## src/rtl/mem_bus_arbiter.sv

```systemverilog
// mem_bus_arbiter: three-master request/grant arbiter for the shared SoC
// memory bus. Port 0 (debug) has priority over ports 1/2, which alternate
// round-robin and are protected from starvation by saturating wait counters.
// Grants are combinational; read data returns one cycle after the grant.
module mem_bus_arbiter #(
  parameter int ADR_W    = 32,
  parameter int DATA_W   = 32,
  parameter int MAX_WAIT = 15
) (
  input  logic                clk,
  input  logic                reset,
  input  logic                lock,
  input  logic                req0,
  input  logic                req1,
  input  logic                req2,
  input  logic [ADR_W-1:0]    adr0,
  input  logic [ADR_W-1:0]    adr1,
  input  logic [ADR_W-1:0]    adr2,
  input  logic [DATA_W-1:0]   wdata0,
  input  logic [DATA_W-1:0]   wdata1,
  input  logic [DATA_W-1:0]   wdata2,
  input  logic [DATA_W/8-1:0] wren0,
  input  logic [DATA_W/8-1:0] wren1,
  input  logic [DATA_W/8-1:0] wren2,
  output logic                gnt0,
  output logic                gnt1,
  output logic                gnt2,
  output logic                rvalid0,
  output logic                rvalid1,
  output logic                rvalid2,
  output logic [DATA_W-1:0]   rdata,
  output logic                bus_op,
  output logic [ADR_W-1:0]    bus_adr,
  output logic [DATA_W-1:0]   bus_di,
  output logic [DATA_W/8-1:0] bus_wren,
  input  logic [DATA_W-1:0]   bus_do
);

  localparam logic [7:0] MAXW = 8'(MAX_WAIT);

  // Round-robin preference between ports 1 and 2.
  typedef enum logic {RR_P1 = 1'b0, RR_P2 = 1'b1} rr_t;

  rr_t        rr_ptr;
  logic [7:0] wait1;
  logic [7:0] wait2;
  logic [2:0] gnt;
  logic [2:0] pend;
  logic       starve1;
  logic       starve2;

  assign starve1 = req1 && (wait1 == MAXW);
  assign starve2 = req2 && (wait2 == MAXW);

  // Priority selection: lock, starved ports, port 0, then round-robin.
  always_comb begin
    gnt = '0;
    if (!reset) begin
      if (lock) begin
        gnt[0] = req0;
      end else if (starve1 && starve2) begin
        if (rr_ptr == RR_P2) gnt[2] = 1'b1;
        else                 gnt[1] = 1'b1;
      end else if (starve1) begin
        gnt[1] = 1'b1;
      end else if (starve2) begin
        gnt[2] = 1'b1;
      end else if (req0) begin
        gnt[0] = 1'b1;
      end else if (req1 && req2) begin
        if (rr_ptr == RR_P2) gnt[2] = 1'b1;
        else                 gnt[1] = 1'b1;
      end else if (req1) begin
        gnt[1] = 1'b1;
      end else if (req2) begin
        gnt[2] = 1'b1;
      end
    end
  end

  assign gnt0 = gnt[0];
  assign gnt1 = gnt[1];
  assign gnt2 = gnt[2];

  // Bus drive: winner's fields, all-zero when idle for the OR-combined bus.
  always_comb begin
    bus_op   = |gnt;
    bus_adr  = '0;
    bus_di   = '0;
    bus_wren = '0;
    if (gnt[0]) begin
      bus_adr = adr0; bus_di = wdata0; bus_wren = wren0;
    end else if (gnt[1]) begin
      bus_adr = adr1; bus_di = wdata1; bus_wren = wren1;
    end else if (gnt[2]) begin
      bus_adr = adr2; bus_di = wdata2; bus_wren = wren2;
    end
  end

  // Arbitration state and pending read responses.
  always_ff @(posedge clk or posedge reset) begin
    if (reset) begin
      rr_ptr <= RR_P1;
      wait1  <= '0;
      wait2  <= '0;
      pend   <= '0;
    end else begin
      pend <= gnt & {(wren2 == '0), (wren1 == '0), (wren0 == '0)};
      if (gnt[1])      rr_ptr <= RR_P2;
      else if (gnt[2]) rr_ptr <= RR_P1;
      if (gnt[1] || !req1)          wait1 <= '0;
      else if (!lock && wait1 < MAXW) wait1 <= wait1 + 8'd1;
      if (gnt[2] || !req2)          wait2 <= '0;
      else if (!lock && wait2 < MAXW) wait2 <= wait2 + 8'd1;
    end
  end

  assign rvalid0 = pend[0];
  assign rvalid1 = pend[1];
  assign rvalid2 = pend[2];
  assign rdata   = (|pend) ? bus_do : '0;

endmodule

```

## config.mk

```make
export PLATFORM = sky130hd
export DESIGN_NAME = mem_bus_arbiter
export DESIGN_NICKNAME = d
export VERILOG_FILES = /design/src/rtl/mem_bus_arbiter.sv
export SDC_FILE = /design/constraint.sdc
export NUM_CORES = 1
export LEC_CHECK = 0
export ABC_AREA = 0
export CAP_MARGIN = 20
export CORE_AREA = 2 2 134 136
export CTS_BUF_LIST = sky130_fd_sc_hd__clkbuf_4 sky130_fd_sc_hd__clkbuf_8 sky130_fd_sc_hd__clkbuf_16
export CTS_CLUSTER_DIAMETER = 150
export DETAILED_ROUTE_END_ITERATION = 16
export DIE_AREA = 0 0 136 138
export PLACE_DENSITY = 0.58
export SLEW_MARGIN = 15
export SYNTH_ARGS = -nofsm -noshare
export SYNTH_HDL_FRONTEND = slang
export SYNTH_SLANG_ARGS = --single-unit
```

## constraint.sdc

```tcl
create_clock -name clk -period 4.63 [get_ports clk]
set_input_delay 1.1575 -clock clk [delete_from_list [all_inputs] [get_ports clk]]
set_output_delay 1.1575 -clock clk [all_outputs]
set_load 0.02 [all_outputs]
```

=== After elaboration in Yosys (flattened, before gate mapping) ===
Index checks and enable logic that the tools add are counted.

* Add/subtract/negate cells: 2
* Reduce and logical (&&, ||, !) cells: 19
* Eq/ne operators: 2
* Mux-type cells: 34
* Bitwise logic cells: 1
* $lt $le $gt $ge: 2

{| class="wikitable"
|+ Operator list
! cell !! number
|-
| 2-to-1 mux 32 bit || 7
|-
| 2-to-1 mux 8 bit || 4
|-
| adder 8 x 1 -> 8 bit, second input constant || 2
|-
| == test 8 x 4 -> 1 bit, second input constant || 2
|-
| < comparator 8 x 4 -> 1 bit, second input constant || 2
|-
| 2-to-1 mux 1 bit || 14
|-
| zero test 4 bit || 3
|-
| 2-to-1 mux 4 bit || 3
|-
| 2-to-1 mux 2 bit || 5
|-
| logical AND 1 bit || 6
|-
| nonzero test 2 bit || 3
|-
| OR reduction 3 bit || 2
|-
| bitwise AND 3 bit || 1
|-
| zero test 1 bit || 3
|-
| 2-to-1 mux 3 bit || 1
|-
| logical OR 1 bit || 2
|}

* Flip-flop bits (word level): 20
* Bits of input ports: 242

=== Logic depth before layout (Yosys ltp) ===
Gate-level depths: netlist of run 1.

* Word-level depth: 12
* Gate-level depth with buffers: 9
* Mapped depth without buffers: 7

=== Worst setup path after synthesis of run 1 ===
OpenSTA, ideal clock, no wires.

* Path kind: input port to output port
* Start point: input port req2
* End point: output port bus_adr[22]
* Path buffers: 3
* Arrival: 2960 ps
* Path slack: 513 ps
* Stages: 9
* Cell sequence: clkbuf_1 -> and4_1 -> nand2_1 -> o32a_1 -> buf_4 -> inv_2 -> buf_2 -> nand2_1 -> a31oi_1

* Longest elaborated chain between the ends: 12
* Elaborated cells on any way between the ends: 20
* Those cells by class: mux: 17; reduce/logical: 3

{| class="wikitable"
|+ RTL lines
! element !! RTL line !! RTL
|-
| start, declared || 15 || <nowiki>input logic req2,</nowiki>
|-
| 2-to-1 mux 1 bit || 75 || <nowiki>end else if (req2) begin</nowiki>
|-
| 2-to-1 mux 1 bit || 73 || <nowiki>end else if (req1) begin</nowiki>
|-
| 2-to-1 mux 2 bit || 70 || <nowiki>end else if (req1 && req2) begin</nowiki>
|-
| 2-to-1 mux 2 bit || 68 || <nowiki>end else if (req0) begin</nowiki>
|-
| 2-to-1 mux 1 bit || 66 || <nowiki>end else if (starve2) begin</nowiki>
|-
| 2-to-1 mux 1 bit || 64 || <nowiki>end else if (starve1) begin</nowiki>
|-
| 2-to-1 mux 2 bit * || 61 || <nowiki>end else if (starve1 && starve2) begin</nowiki>
|-
| 2-to-1 mux 2 bit * || 59 || <nowiki>if (lock) begin</nowiki>
|-
| 2-to-1 mux 3 bit * || 58 || <nowiki>if (!reset) begin</nowiki>
|-
| named net gnt2 || 27 || <nowiki>output logic gnt2,</nowiki>
|-
| 2-to-1 mux 32 bit * || 95 || <nowiki>end else if (gnt[2]) begin</nowiki>
|-
| 2-to-1 mux 32 bit * || 93 || <nowiki>end else if (gnt[1]) begin</nowiki>
|-
| 2-to-1 mux 32 bit * || 91 || <nowiki>if (gnt[0]) begin</nowiki>
|-
| end, declared || 33 || <nowiki>output logic [ADR_W-1:0] bus_adr,</nowiki>
|}

Mark *: on every way through the listed nets, which the timed path passes. The rest lies on a longest branch.

=== Worst setup path in the final report of run 1 ===
* Start point: input port req2
* End point: output port bus_di[11]

* Longest elaborated chain between the ends: 12
* Elaborated cells on any way between the ends: 20
* Those cells by class: mux: 17; reduce/logical: 3

{| class="wikitable"
|+ RTL lines
! element !! RTL line !! RTL
|-
| 2-to-1 mux 1 bit || 75 ||
|-
| 2-to-1 mux 1 bit || 73 ||
|-
| 2-to-1 mux 2 bit || 70 ||
|-
| 2-to-1 mux 2 bit || 68 ||
|-
| 2-to-1 mux 1 bit || 66 ||
|-
| 2-to-1 mux 1 bit || 64 ||
|-
| 2-to-1 mux 2 bit || 61 ||
|-
| 2-to-1 mux 2 bit || 59 ||
|-
| 2-to-1 mux 3 bit * || 58 ||
|-
| 2-to-1 mux 32 bit || 95 ||
|-
| 2-to-1 mux 32 bit || 93 ||
|-
| 2-to-1 mux 32 bit * || 91 ||
|-
| end, declared || 34 || <nowiki>output logic [DATA_W-1:0] bus_di,</nowiki>
|}

Every way passes the cells marked *; elsewhere a longest branch is shown, timed or not.

==> results of run 1 <==
[path summary, 6_finish.rpt]
check                      slack [ps]                    to
min in group asynchronous        1440  wait1[3]$_DFFE_PP0P_
max                               140            bus_di[11]
max reg2reg                      2410  wait1[0]$_DFFE_PP0P_
min                               490  wait1[5]$_DFFE_PP0P_
min reg2reg                       490  wait1[5]$_DFFE_PP0P_
max in group asynchronous        2990  wait2[2]$_DFFE_PP0P_
[layer usage]
metal / vias to the layer above / GRT usage (%)
met4: 2 / 2.41
li1: 2213 / -
met5: - / 0
met3: 14 / 4.58
met2: 238 / 30.5
met1: 2000 / 18.8
[what timing repair did]
action | 4_1_cts | 5_1_grt
gates resized for setup | 68 | 5
pin swaps | 1 | 1
endpoints found under the setup margin | 68 | 6
setup buffers | 1 | 1
[layout make-up]
cell class | instances | area (µm²)
Antenna cell | 2 | 5.00
Clock buffer | 3 | 75.1
Fill cell | 1891 | 10900
Inverter | 7 | 26.3
Multi-Input combinational cell | 364 | 1900
Sequential cell | 20 | 500
Tap cell | 229 | 287
Timing Repair Buffer | 388 | 3820
[stage by stage]
stage	setup slack, ps	cells	util [%]	instance area (µm²)
6_report	137	1013	37.7	6610
5_1_grt	19.1	1012	37.7	6610
4_1_cts	66.6	1010	37.7	6600
3_5_place_dp	-215	1006	37.7	6610
3_3_place_gp	-184	1006	37.7	6610
2_1_floorplan	513	435	-	2630
[synth_stat cells (all sizes together)]
master / number / share of area (%)
a21o: 1 / 0.29
a21oi: 5 / 1.4
a221oi: 1 / 0.33
a22oi: 4 / 1.1
a311oi: 2 / 0.67
a31oi: 65 / 15
and2: 2 / 0.48
and3: 6 / 1.4
and4: 1 / 0.33
buf: 27 / 5.7
clkbuf: 17 / 2.4
dfrtp: 20 / 19
ha: 2 / 0.95
inv: 7 / 1.0
mux2i: 2 / 0.76
nand2: 133 / 19
nand2b: 3 / 0.71
nand4: 3 / 0.71
nand4b: 1 / 0.33
nor2: 14 / 2.0
nor2b: 32 / 7.6
nor3: 70 / 13
nor4: 2 / 0.48
o21a: 1 / 0.29
o32a: 1 / 0.38
or2: 3 / 0.71
or3: 1 / 0.24
or4: 3 / 1.0
xnor2: 4 / 1.3
xor2: 2 / 0.67
[kinds of logic (layout without fill, tap and decap cells)]
group / after synthesis / after routing / share of synthesized area, %
XOR/XNOR: 6 / 6 / 2.00
other: 0 / 2 / 0
AND/OR/NAND/NOR: 274 / 274 / 48.3
adder cells (fa/ha/maj): 2 / 2 / 0.950
multiplexers: 2 / 2 / 0.760
flip-flops: 20 / 20 / 19.0
buffers and inverters: 51 / 398 / 9.08
AO/OA/AOI/OAI: 80 / 80 / 19.9
[worst register-to-register path, stage by stage (launching register included)]
cell and delay [ps]:
dfrtp_1 380, or4_4 570, a311oi_1 280, o21a_2 210, buf_4 140, buf_4 150
nand2b_1 290, nor2_1 90
[sequential cells by signal, indices dropped and copies added, names as in the netlist]
register / count
pend: 3
rr_ptr: 1
wait1: 8
wait2: 8
[power breakdown]
group / switching [µW] / leakage, µW / internal, µW / total (µW)
sequential: 7.35 / 0.000274 / 181 / 188
combinational: 188 / 0.00226 / 284 / 472
clock: 57.6 / 0.0000370 / 114 / 171
[layout by cell type, fill, tap and decap left out, types with 5 or more instances in the layout]
cell type | Yosys | routed
a31oi_1 | 65 | 65
and3_1 | 6 | 6
buf_12 | 0 | 10
buf_4 | 3 | 31
clkdlybuf4s50_1 | 0 | 279
dfrtp_1 | 20 | 20
dlygate4sd2_1 | 0 | 66
inv_1 | 5 | 5
nand2_1 | 133 | 132
nor2_1 | 14 | 14
nor2b_1 | 32 | 32
nor3_1 | 70 | 69
==> results.py, run 1 <==
metrics = {
    "route": {
        "routed.top_layer": "met5",
        "drtPass1Iterations": 5,
        "remaining_drc_errors": 0,
        "route.met3.wl_um": 1710,
        "drtIter0Drc": 205,
        "wl_per_cell_um": 16.2,
        "dr_total_vias": 4467,
        "drt_wl_total_um": 16400,
        "vias_per_cell": 4.41,
        "wl_met2_um": 8280,
        "ant_nets": 0,
        "wl_met1_um": 6190,
    },
    "timing": {
        "slew_violations": 0,
        "period_needed_ps": 4490,
        "max-slew-margin-rel_pct": 59.1,
        "setup_viol": 0,
        "post-route-period-util_pct": 97.0,
        "fin_skew_ps": 2.42,
        "fin_tns_setup_ps": 0,
        "hold_violations": 0,
        "max_freq_ghz": 0.223,
        "rsz0062_at_grt": "false",
        "worst_pin_slew_ps": 609,
        "hold_ws_ps": 495,
    },
    "min_path": {
        "min-delay-start": "wait1[5]$_DFFE_PP0P_",
        "holdPathStages": 2,
        "hold_path_class": "reg -> reg",
    },
    "yosys": {
        "synth_cell_types": 37,
        "syn_nets": 679,
        "synthCells": 435,
        "synth_seq_area_share_pct": 19.0,
        "synth_area_mm2": 0.00263,
        "yosysWarnings": 0,
        "syn_area_per_cell_um2": 6.05,
        "synth_seq_cells": 20,
    },
    "pwr": {
        "p_leak_uw": 0.00257,
        "cellPowerDensity_mw_per_mm2": 126,
        "power.total_uw": 832,
        "ir_worst_vdd_v": 0.000105,
    },
    "layout": {
        "drive_gt1_share_pct": 6.91,
        "syn_to_final_growth_pct": 151,
        "nets": 1028,
    },
    "setup_path": {
        "crit_chain": "clkdlybuf4s50_1 -> and4_1 -> nand2_1 -> o32a_1 -> inv_2 -> buf_12 -> nand2_1 -> a31oi_1 -> dlygate4sd2_1",
        "critical_path_buf_inv_count": 4,
        "crit_family": "buffers and inverters",
        "crit_type": "in -> out",
        "r2r_cells": 7,
        "critPathLaunch": "req2",
        "crit_required_ps": 3470,
        "slowest_stage": "clkdlybuf4s50_1",
        "rr_startpoint": "wait1[7]$_DFFE_PP0P_",
        "startpoint_type": "input port",
        "timing.critical_path.depth": 9,
        "end_kind": "output port",
        "crit_path_max_fanout": 29,
        "crit_top_cell": "nand2_1",
        "cp.arrival_ps": 3340,
        "cpPeakStageDelay_ps": 470,
    },
    "cts": {
        "clock_latency_ps": 250,
        "cts_hold_buffers": 0,
        "htree_num_levels": 1,
        "tritoncts": "done",
        "clk_root_buffer_cell": "clkbuf_16",
        "cts_sinks": 20,
        "clk_pin_slew_ps": 50,
        "numCtsBuffers": 3,
        "cts_max_path_buffers": 2,
    },
    "place": {
        "gp_congestion": 0.840,
        "io_buffer_count": 348,
        "hpwlAfterDp_um": 13400,
    },
    "die": {
        "die_h_um": 138,
        "die_w_um": 136,
        "start_util_pct": 15.0,
        "pin_count": 349,
        "die_area_mm2": 0.0188,
        "num_rows": 49,
        "core_mm2": 0.0175,
    },
    "grt": {
        "gr-total-overflow": 0,
        "antenna_found_initial": 3,
        "grt_pass1_vias": 4455,
        "track_usage_pct": 16.4,
        "grt_first_pass_wirelength_um": 24500,
        "grt_max_degree": 41,
    },
    "run_status": {
        "run_status": "finished, final reports clean",
    },
    "flow_run": {
        "drv_cap": 0,
    },
}
(Power assumes the default switching activity.)
==> run 2: changes to the inputs <==
--- a/config.mk
+++ b/config.mk
@@ -7,12 +7,14 @@
 export LEC_CHECK = 0
 export ABC_AREA = 0
 export CAP_MARGIN = 20
-export CORE_AREA = 2 2 134 136
+export CELL_PAD_IN_SITES_DETAIL_PLACEMENT = 1
+export CELL_PAD_IN_SITES_GLOBAL_PLACEMENT = 1
+export CORE_AREA = 2 2 136 138
 export CTS_BUF_LIST = sky130_fd_sc_hd__clkbuf_4 sky130_fd_sc_hd__clkbuf_8 sky130_fd_sc_hd__clkbuf_16
 export CTS_CLUSTER_DIAMETER = 150
 export DETAILED_ROUTE_END_ITERATION = 16
-export DIE_AREA = 0 0 136 138
-export PLACE_DENSITY = 0.58
+export DIE_AREA = 0 0 138 140
+export PLACE_DENSITY = 0.87
 export SLEW_MARGIN = 15
 export SYNTH_ARGS = -nofsm -noshare
 export SYNTH_HDL_FRONTEND = slang
==> run 2 against run 1 <==
  * Register-to-register slack barely moved
  * Non-clock buffer count grew 12
  * Sequential share of layout area down 0.061 points
  * Clock-buffer cell count unchanged
  * Design area grew 0.81%
  * Routed wire length grew 14%
  * Worst hold slack improved by 3.9 ps
  * Critical endpoint is now bus_op
  * Highest routed layer unchanged
==> results.py, run 2 (synthesis gave the netlist of run 1 again) <==
metrics = {
    "cts": {
        "cts_sinks": 20,
        "clk_root_buffer_cell": "clkbuf_16",
        "cts_max_path_buffers": 2,
        "numCtsBuffers": 3,
        "htree_num_levels": 1,
        "tritoncts": "done",
        "clock_latency_ps": 250,
        "clk_pin_slew_ps": 50,
    },
    "layout": {
        "post-route-cell-area_mm2": 0.00667,
        "reg_top3": "wait1 (8), wait2 (8), pend (3)",
        "nets": 1040,
        "drive_gt1_share_pct": 11.8,
        "utilization_pct": 37.5,
        "final_common_cell": "clkdlybuf4s50_1",
        "syn_to_final_growth_pct": 153,
        "layout_common_cells": "clkdlybuf4s50_1 (278), nand2_1 (132), nor3_1 (69)",
    },
    "setup_path": {
        "slowest_stage": "clkdlybuf4s50_1",
        "crit_type": "in -> out",
        "startpoint_type": "input port",
        "critical_path_buf_inv_count": 6,
        "crit_path_max_fanout": 21,
        "cp.arrival_ps": 3360,
        "crit_family": "buffers and inverters",
        "crit_top_cell": "buf_12",
        "end_kind": "output port",
        "crit_chain": "clkdlybuf4s50_1 -> nand4_1 -> buf_4 -> nor2_1 -> o32a_1 -> inv_2 -> buf_12 -> buf_12 -> or3_1 -> clkdlybuf4s15_1",
        "cpPeakStageDelay_ps": 500,
        "crit_required_ps": 3470,
    },
    "run_status": {
        "run_status": "finished, final reports clean",
    },
    "grt": {
        "grt_max_degree": 48,
        "track_usage_pct": 18.4,
        "antenna_found_initial": 5,
        "grt_first_pass_wirelength_um": 28500,
        "gr-total-overflow": 0,
        "grt_pass1_vias": 5079,
    },
    "flow_run": {
        "drv_cap": 0,
    },
    "timing": {
        "fin_skew_ps": 2.81,
        "worst_pin_slew_ps": 683,
        "hold_violations": 0,
        "post-route-period-util_pct": 97.7,
        "setup_viol": 0,
        "max-slew-margin-rel_pct": 54.2,
        "slew_violations": 0,
        "rsz0062_at_grt": "false",
        "hold_ws_ps": 499,
        "max_freq_ghz": 0.221,
        "period_needed_ps": 4520,
        "fin_tns_setup_ps": 0,
    },
    "place": {
        "io_buffer_count": 348,
        "placed_area_mm2": 0.00673,
        "gp_congestion": 0.876,
        "hpwlAfterDp_um": 15900,
    },
    "die": {
        "die_area_mm2": 0.0193,
        "core_mm2": 0.0178,
        "start_util_pct": 14.8,
        "die_h_um": 140,
        "num_rows": 49,
        "die_w_um": 138,
        "pin_count": 349,
    },
    "route": {
        "ant_nets": 0,
        "drt_wl_total_um": 18700,
        "dr_total_vias": 4680,
        "drtPass1Iterations": 4,
        "remaining_drc_errors": 0,
        "drtIter0Drc": 113,
        "wl_per_cell_um": 18.2,
        "vias_per_cell": 4.56,
    },
    "pwr": {
        "internal_power_uw": 583,
        "p_sw_share_pct": 31.4,
        "power_switching_uw": 266,
        "combPwrFrac_pct": 57.5,
        "ir_worst_vdd_v": 0.000143,
        "seqPwrFrac_pct": 22.2,
        "cellPowerDensity_mw_per_mm2": 127,
        "clockPowerShare_pct": 20.3,
        "p_leak_uw": 0.00256,
    },
    "min_path": {
        "hold_path_class": "reg -> reg",
    },
}
[run 2: changes by cell type in the layout (fill, tap and decap cells not counted), sizes merged]
cell           previous run  this run
buf                      41        54
clkbuf                    4        30
clkdlybuf4s15             0        17
clkdlybuf4s50           279       278
diode                     2         4
dlygate4sd2              66        22
dlymetal6s2s              0         1
[run 2: power groups by stage]
stage,combinational (µW),clock (µW),sequential [µW]
4_1_cts,494,176,188
2_1_floorplan,167,0,189
6_report,488,172,188
3_3_place_gp,516,0,190
5_1_grt,522,183,189
3_5_place_dp,522,0,191
[run 2: path summary, 6_finish.rpt]
kind / start / endpoint / slack [ps] / cells past startpoint
max: req1 / bus_op / 110 / 10
min: wait1[6]$_DFFE_PP0P_ / wait1[6]$_DFFE_PP0P_ / 500 / 2
max reg2reg: wait2[0]$_DFFE_PP0P_ / wait1[0]$_DFFE_PP0P_ / 2410 / 8
min reg2reg: wait1[6]$_DFFE_PP0P_ / wait1[6]$_DFFE_PP0P_ / 500 / 2
max in group asynchronous: reset / pend[0]$_DFF_PP0_ / 2970 / 4
min in group asynchronous: reset / wait1[7]$_DFFE_PP0P_ / 1450 / 4
[run 2: layout make-up]
type                    count  area [µm²]
clock buffers               3        75.1
flip-flops and latches     20         500
repair buffers            400        3860
fillers                  2230       11100
inverters                   7        26.3
diodes                      4        10.0
multi-input cells         364        1910
well taps                 229         287
[run 2: metal layers]
layer	up-vias	GRT usage, %	share of wire (%)
li1	2243	-	-
met2	250	34.4	51
met4	2	6.44	3.6
met3	36	4.24	6.7
met5	-	0	0.059
met1	2149	20.5	39
[run 2: worst reg2reg max path, delay by kind of cell, from the launching register on]
family	cells	cell delay [ps]
adder cells (fa/ha/maj)	1	250
buffers and inverters	2	320
AND/OR/NAND/NOR	3	620
flip-flops	1	410
AO/OA/AOI/OAI	2	500
[run 2: metrics by stage]
step	total power (µW)	cells	setup WS [ps]
after floorplan	356	435	513
after global placement	706	1020	-261
after detailed placement	714	1020	-261
after CTS	858	1023	18.3
after global routing	894	1027	2.02
final	849	1027	108
[run 2: repair_timing]
item | 4_1_cts | 5_1_grt
endpoints found under the setup margin | 67 | 45
gates cloned | 0 | 0
hold buffers | 0 | 0
gates resized for setup | 67 | 103
buffers inserted | 0 | 0
==> run 3: changes to the inputs <==
--- a/config.mk
+++ b/config.mk
@@ -6,15 +6,16 @@
 export NUM_CORES = 1
 export LEC_CHECK = 0
 export ABC_AREA = 0
+export ABC_CLOCK_PERIOD_IN_PS = 5100
 export CAP_MARGIN = 20
 export CELL_PAD_IN_SITES_DETAIL_PLACEMENT = 1
 export CELL_PAD_IN_SITES_GLOBAL_PLACEMENT = 1
-export CORE_AREA = 2 2 136 138
+export CORE_MARGIN = 1.5
+export CORE_UTILIZATION = 15
 export CTS_BUF_LIST = sky130_fd_sc_hd__clkbuf_4 sky130_fd_sc_hd__clkbuf_8 sky130_fd_sc_hd__clkbuf_16
 export CTS_CLUSTER_DIAMETER = 150
 export DETAILED_ROUTE_END_ITERATION = 16
-export DIE_AREA = 0 0 138 140
-export PLACE_DENSITY = 0.87
+export PLACE_DENSITY = 0.88
 export SLEW_MARGIN = 15
 export SYNTH_ARGS = -nofsm -noshare
 export SYNTH_HDL_FRONTEND = slang
==> constraint.sdc (replaced) <==
create_clock -name clk -period 5.1 [get_ports clk]
set_input_delay 1.275 -clock clk [delete_from_list [all_inputs] [get_ports clk]]
set_output_delay 1.275 -clock clk [all_outputs]
set_load 0.02 [all_outputs]
==> run 3 against run 2 <==
  * Design area grew 1.2%
  * Worst setup slack lost 17 ps
  * Clock-buffer cell count is the same
  * First-iteration DRC count grew 38%
  * Critical path depth shrank 1
  * Global-route usage grew 0.20 points
  * Via count shrank 1.8%
  * Utilization grew 1.7 points
  * Sequential share of layout area shrank 0.090 points
  * Clock power grew 26%
  * Critical path type unchanged
  * Largest cell class unchanged
==> results.py, run 3 (synthesis gave the netlist of run 1 again) <==
metrics = {
    "setup_path": {
        "startpoint_type": "input port",
        "crit_required_ps": 3830,
        "r2r_cells": 8,
        "rrSetupSlack_ps": 2790,
        "rr_startpoint": "wait2[5]$_DFFE_PP0P_",
        "cp.arrival_ps": 3730,
        "crit_type": "in -> out",
        "end_kind": "output port",
        "r2r-end": "pend[0]$_DFF_PP0_",
        "crit_path_max_fanout": 24,
    },
    "layout": {
        "fill_cells": 2136,
        "final_common_cell": "clkdlybuf4s50_1",
        "diodes": 0,
        "final_cells": 1000,
        "register_area_um2": 500,
        "syn_to_final_growth_pct": 156,
        "reg_top3": "wait1 (8), wait2 (8), pend (3)",
        "layout_common_cells": "clkdlybuf4s50_1 (298), nand2_1 (132), nor3_1 (69)",
        "drive_gt1_share_pct": 6.06,
        "post-route-cell-area_mm2": 0.00675,
        "nets": 1020,
        "multi_input_area_mm2": 0.00190,
    },
    "die": {
        "die_area_mm2": 0.0184,
        "die_h_um": 135,
        "pin_count": 349,
        "num_rows": 48,
        "core_mm2": 0.0172,
        "die_w_um": 135,
        "start_util_pct": 15.3,
    },
    "route": {
        "ant_nets": 0,
        "dr_total_vias": 4598,
        "vias_per_cell": 4.60,
        "remaining_drc_errors": 0,
        "wl_per_cell_um": 18.1,
        "drt_wl_total_um": 18100,
        "drtIter0Drc": 156,
        "drtPass1Iterations": 4,
    },
    "pwr": {
        "ir_worst_vdd_v": 0.0000880,
        "cellPowerDensity_mw_per_mm2": 125,
        "p_leak_uw": 0.00285,
    },
    "cts": {
        "numCtsBuffers": 3,
        "clock_latency_ps": 260,
        "clk_pin_slew_ps": 60,
        "cts_hold_buffers": 0,
        "clk_root_buffer_cell": "clkbuf_16",
        "cts_max_path_buffers": 2,
        "htree_num_levels": 1,
        "tritoncts": "done",
        "post_cts_resized": 15,
        "cts_sinks": 20,
        "postCtsSetupBuffers": 0,
    },
    "timing": {
        "max-slew-margin-rel_pct": 49.0,
        "post-route-period-util_pct": 98.2,
        "setup_viol": 0,
        "fin_skew_ps": 4.11,
        "period_needed_ps": 5010,
        "slew_violations": 0,
        "max_freq_ghz": 0.200,
        "worst_pin_slew_ps": 759,
        "hold_violations": 0,
    },
    "grt": {
        "gr-total-overflow": 0,
        "grt_pass1_vias": 4721,
        "grt_first_pass_wirelength_um": 26500,
        "grt_max_degree": 69,
        "antenna_found_initial": 0,
        "track_usage_pct": 18.6,
    },
    "place": {
        "hpwlAfterDp_um": 14700,
        "placed_area_mm2": 0.00658,
        "dp.cells": 996,
        "io_buffer_count": 348,
        "gp_congestion": 0.769,
    },
    "run_status": {
        "run_status": "finished, final reports clean",
    },
    "flow_run": {
        "drv_cap": 0,
    },
    "min_path": {
        "hold_path_class": "reg -> reg",
        "min-delay-start": "wait1[6]$_DFFE_PP0P_",
        "holdPathStages": 2,
        "min_to": "wait1[6]$_DFFE_PP0P_",
    },
}
==> run 3: cell types whose count changed in the layout (fill, tap and decap cells not counted), sizes merged <==
| cell | previous run | this run |
|---|---|---|
| dlymetal6s2s | 1 | 33 |
| diode | 4 | 0 |
| bufinv | 0 | 1 |
| dlygate4sd2 | 22 | 15 |
| clkdlybuf4s15 | 17 | 0 |
| buf | 54 | 34 |
| clkdlybuf4s50 | 278 | 298 |
| clkbuf | 30 | 3 |
| dlygate4sd1 | 1 | 0 |
==> run 3: worst max-delay path by stage <==
stage | start | end | slack (ps) | depth (start not counted)
floorplan | req2 | bus_adr[22] | 750 | 9
global placement | req2 | bus_di[25] | -10 | 10
detailed placement | req2 | bus_adr[0] | -8 | 10
CTS | req2 | bus_adr[7] | 1 | 10
global route | req1 | bus_adr[15] | -10 | 9
finish | req2 | bus_di[27] | 90 | 9
==> run 3: layer usage <==
layer	vias up	global-route usage, %	routed length, µm
met2	245	35.9	9540
met5	-	0	0
met3	13	3.82	1540
met1	2140	21.2	6840
met4	0	3.05	206
li1	2200	-	-
==> run 3: per-stage QoR <==
| stage | setup slack (ps) | util [%] | hold WS (ps) | setup TNS, ps | power [µW] |
|---|---|---|---|---|---|
| 4_1_cts | 1.24 | 38.7 | 507 | 0 | 857 |
| 5_1_grt | -10.4 | 39.1 | 520 | -10.4 | 885 |
| 2_1_floorplan | 748 | - | 472 | 0 | 323 |
| 6_report | 91.3 | 39.1 | 503 | 0 | 842 |
| 3_3_place_gp | -11.4 | 38.2 | 482 | -11.4 | 636 |
| 3_5_place_dp | -8.15 | 38.2 | 490 | -8.15 | 641 |
==> run 3: worst max-delay path, cell delays in order <==
cell             delay (ps)
clkdlybuf4s50_1         480
and4_1                  260
nand2_1                  90
buf_4                   190
a21oi_4                 180
buf_4                   320
nor3_1                  120
a31oi_1                 150
clkdlybuf4s50_1         640
==> run 3: layout make-up <==
type / count / area share [%]
Clock buffer: 3 / 1.11
Clock inverter: 1 / 0.445
Inverter: 7 / 0.389
Multi-Input combinational cell: 364 / 28.2
Sequential cell: 20 / 7.42
Tap cell: 225 / 4.17
Timing Repair Buffer: 380 / 58.3
==> run 3: power breakdown <==
group,leakage (µW),internal (µW),switching (µW)
sequential,0.000274,164,6.21
clock,0.0000511,156,60.8
combinational,0.00253,277,179
